File: config.mk
export PLATFORM = sky130hd
export DESIGN_NAME = debounce_fsm
export DESIGN_NICKNAME = d
export VERILOG_FILES = /design/src/rtl/debounce_fsm.sv
export SDC_FILE = /design/constraint.sdc
export NUM_CORES = 1
export LEC_CHECK = 0
export CORE_AREA = 2 2 39 41
export CTS_CLUSTER_SIZE = 20
export DETAILED_ROUTE_END_ITERATION = 10
export DIE_AREA = 0 0 41 43
export GPL_ROUTABILITY_DRIVEN = 0
export PLACE_DENSITY = 0.52
export SKIP_CTS_REPAIR_TIMING = 1
export SLEW_MARGIN = 15
export SYNTH_ARGS = -nofsm -noshare
export SYNTH_HDL_FRONTEND = slang
export SYNTH_SLANG_ARGS = --single-unit
export TNS_END_PERCENT = 5
File: constraint.sdc
create_clock -name clk -period 2.7 [get_ports clk]
set_input_delay 0.27 -clock clk [delete_from_list [all_inputs] [get_ports clk]]
set_output_delay 0.27 -clock clk [all_outputs]
set_load 0.1 [all_outputs]
File: src/rtl/debounce_fsm.sv
// debounce_fsm: synchronizes a bouncing button and accepts a level change after SAMPLES consecutive agreeing ticks.
module debounce_fsm #(
  parameter int SAMPLES = 3
) (
  input  logic clk,
  input  logic rst,
  input  logic btn_raw,
  input  logic sample_tick,
  output logic timer_en,
  output logic btn_clean,
  output logic btn_press,
  output logic btn_release
);
  typedef enum logic [1:0] {IDLE_LOW, CHECK_HIGH, IDLE_HIGH, CHECK_LOW} state_t;
  localparam logic [3:0] LAST = 4'(SAMPLES - 1);
  state_t state, state_nx;
  logic [3:0] cnt, cnt_nx;
  logic sync0, btn_sync, lvl, chk, diff, hit;
  assign timer_en = chk;
  always_comb begin
    lvl = state == IDLE_HIGH || state == CHECK_LOW;
    chk = state == CHECK_HIGH || state == CHECK_LOW;
    diff = btn_sync != lvl;
    hit = chk && diff && sample_tick && cnt == LAST;
    state_nx = state;
    cnt_nx = cnt;
    if (!diff) begin
      state_nx = lvl ? IDLE_HIGH : IDLE_LOW;
      cnt_nx = '0;
    end else if (!chk) begin
      state_nx = lvl ? CHECK_LOW : CHECK_HIGH;
      cnt_nx = '0;
    end else if (sample_tick) begin
      state_nx = hit ? (lvl ? IDLE_LOW : IDLE_HIGH) : state;
      cnt_nx = hit ? '0 : cnt + 4'd1;
    end
  end
  always_ff @(posedge clk) begin
    if (rst) begin
      sync0 <= 1'b0;
      btn_sync <= 1'b0;
      state <= IDLE_LOW;
      cnt <= '0;
      btn_clean <= 1'b0;
      btn_press <= 1'b0;
      btn_release <= 1'b0;
    end else begin
      sync0 <= btn_raw;
      btn_sync <= sync0;
      state <= state_nx;
      cnt <= cnt_nx;
      btn_clean <= state_nx == IDLE_HIGH || state_nx == CHECK_LOW;
      btn_press <= state == CHECK_HIGH && state_nx == IDLE_HIGH;
      btn_release <= state == CHECK_LOW && state_nx == IDLE_LOW;
    end
  end
endmodule

==> impl_metrics.tcl <==
set metrics [dict create \
    status "finished, final reports clean" \
    diodes 0 \
    cp-start-kind "register" \
    clk_path_buf_depth 2 \
    wl_per_cell_um 11.4 \
    critPathCaptureType "register" \
    syn-num-nets 50 \
    syn_avg_cell_area_um2 10.5 \
    cts_root_buffer "clkbuf_4" \
    detail-route-antenna-nets 0 \
    layout-drive-gt1-share 0.170 \
    boundaryPins 8 \
    leakagePower_nw 0.195 \
    grt_pass1_wl_mm 1.31 \
    h-tree-depth 1 \
    rows 14 \
    worst_ep_arrival_time_ns 1.59 \
    worstPathRequired_ns 2.88 \
    rsz0062_at_grt "no" \
    fin_worst_skew_ns 0.00320 \
    fmax_ghz 0.709 \
    ir_drop_v 0.000251 \
    tns_ns 0 \
    grt_max_degree 9 \
    yosysSeqAreaShare 0.476 \
    syn_inst 44 \
    die_w_um 41 \
    max_slew_margin 0.691 \
    cts_tree "built" \
    synth_area_um2 463 \
    drt-vias-per-instance 4.68 \
    io_buffers 7 \
    layout_min_cycle_time_ns 1.41 \
    drv_cap 0 \
    antenna_found_initial 0 \
    min_path_type "register to register" \
    fp.dieH_um 43 \
    critPathKind "register to register" \
    cts_buffers 3 \
    vias 323 \
    nets 60 \
    insertion_delay_ns 0.26 \
    ys_seq_elements 11 \
    yosys_warnings 0 \
    path_max_fanout 4 \
    cts_sinks 11 \
    drt_iter0_drc 5 \
    maxSlewViolCount 0 \
    die_area_um2 1760 \
    synth.distinct_cells 21 \
    start_util 0.335 \
    drc_errors 0 \
    core_um2 1380 \
    grt_pass1_vias 327 \
    finish.utilization 0.401 \
    area_delta_synth_final_pct 19.7 \
    grt_usage 0.116 \
    tightest_slew_ns 0.460 \
    gr-total-overflow 0 \
    hold_violations 0 \
    hpwl_um 600 \
    path_clk_slew_ns 0.07 \
    final-setup-viol-count 0 \
    firstDrtPassIters 3 \
    wirelength_um 786 \
    min_period_over_period 0.522 \
    power_density_nw_per_um2 522 \
]
[cells in the mapped netlist]
| cell | count | share of area |
|---|---|---|
| nor3b_1 | 1 | 0.016 |
| nand3_1 | 1 | 0.011 |
| xnor2_1 | 3 | 0.057 |
| nand2_1 | 2 | 0.016 |
| nor3b_2 | 1 | 0.027 |
| and3_1 | 1 | 0.014 |
| nor2b_1 | 2 | 0.027 |
| inv_1 | 3 | 0.024 |
| nor4_2 | 1 | 0.027 |
| buf_6 | 1 | 0.024 |
| nand4_1 | 1 | 0.014 |
| nor3_1 | 2 | 0.022 |
| o22ai_1 | 1 | 0.014 |
| ha_1 | 2 | 0.054 |
| a211o_1 | 1 | 0.019 |
| a211oi_1 | 1 | 0.016 |
| nor4b_1 | 2 | 0.038 |
| dfxtp_1 | 11 | 0.48 |
| nand2b_1 | 4 | 0.054 |
| mux2i_1 | 2 | 0.043 |
| clkbuf_1 | 1 | 0.0081 |
[cells by family after synthesis]
group / Yosys count / share of synthesized area
flops: 11 / 0.476
compound gates: 3 / 0.0487
mux: 2 / 0.0432
simple gates: 18 / 0.265
fa+ha+maj: 2 / 0.0540
buf+inv: 5 / 0.0567
xor+xnor: 3 / 0.0568
[cell type report]
class | count | area [um^2]
well taps | 16 | 20.0
flip-flops and latches | 11 | 220
multi-input cells | 28 | 216
inverters | 3 | 11.3
clock buffers | 4 | 26.3
fillers | 138 | 830
repair buffers | 7 | 60.1
[worst max-delay path, cell delays in order, from the launching register on]
cell     delay, ns
dfxtp_1       0.39
inv_1         0.06
ha_1          0.20
nor3b_2       0.17
and3_1        0.25
nor4_2        0.26
[metrics by stage]
| stage | worst slack, ns | hold WS (ns) | std cells | total power, mW | area, um^2 |
|---|---|---|---|---|---|
| detailed placement | 1.14 | 0.439 | 65 | 0.184 | 528 |
| finish | 1.29 | 0.459 | 69 | 0.289 | 554 |
| global route | 1.19 | 0.481 | 69 | 0.304 | 554 |
| global placement | 1.23 | 0.427 | 65 | 0.184 | 528 |
| floorplan | 1.24 | 0.342 | 44 | 0.176 | 463 |
| CTS | 1.27 | 0.457 | 69 | 0.296 | 554 |
[layer usage]
layer	part of all wire	global-route usage	vias to the layer above
li1	-	-	171
met1	0.42	0.127	147
met2	0.53	0.169	5
met3	0.045	0.0366	0
met4	0	0.100	0
met5	0	0	-
[state kept, by name, indices dropped and copies added, names as in the netlist]
register	flops
btn_sync	1
state	2
btn_clean	1
btn_press	1
sync0	1
btn_release	1
cnt	4
[power by group]
part / leakage [nW] / switching [mW] / internal, mW
sequential: 0.0891 / 0.00114 / 0.164
clock: 0.0150 / 0.0519 / 0.0571
combinational: 0.0905 / 0.00810 / 0.00706
[layout by cell type, fill, tap and decap left out]
cell | netlist | final
dfxtp_1 | 11 | 11
nand2b_1 | 4 | 4
buf_4 | 0 | 4
inv_1 | 3 | 3
xnor2_1 | 3 | 3
clkbuf_4 | 0 | 3
clkdlybuf4s50_1 | 0 | 3
nor4b_1 | 2 | 2
mux2i_1 | 2 | 2
nor3_1 | 2 | 2
nor2b_1 | 2 | 2
nand2_1 | 2 | 2
ha_1 | 2 | 2
nor3b_2 | 1 | 1
nand3_1 | 1 | 1
and3_1 | 1 | 1
nand4_1 | 1 | 1
o22ai_1 | 1 | 1
nor3b_1 | 1 | 1
nor4_2 | 1 | 1
a211o_1 | 1 | 1
a211oi_1 | 1 | 1
clkbuf_1 | 1 | 1
[path summary, 6_finish.rpt]
path	from	cells after the start	to	slack, ns
max	cnt[0]$_SDFFE_PP0P_	5	cnt[0]$_SDFFE_PP0P_	1.29
min	sync0$_SDFF_PP0_	1	btn_sync$_SDFF_PP0_	0.46
max reg2reg	cnt[0]$_SDFFE_PP0P_	5	cnt[0]$_SDFFE_PP0P_	1.29
min reg2reg	sync0$_SDFF_PP0_	1	btn_sync$_SDFF_PP0_	0.46
No activity file was read; power rests on OpenSTA's default activity.
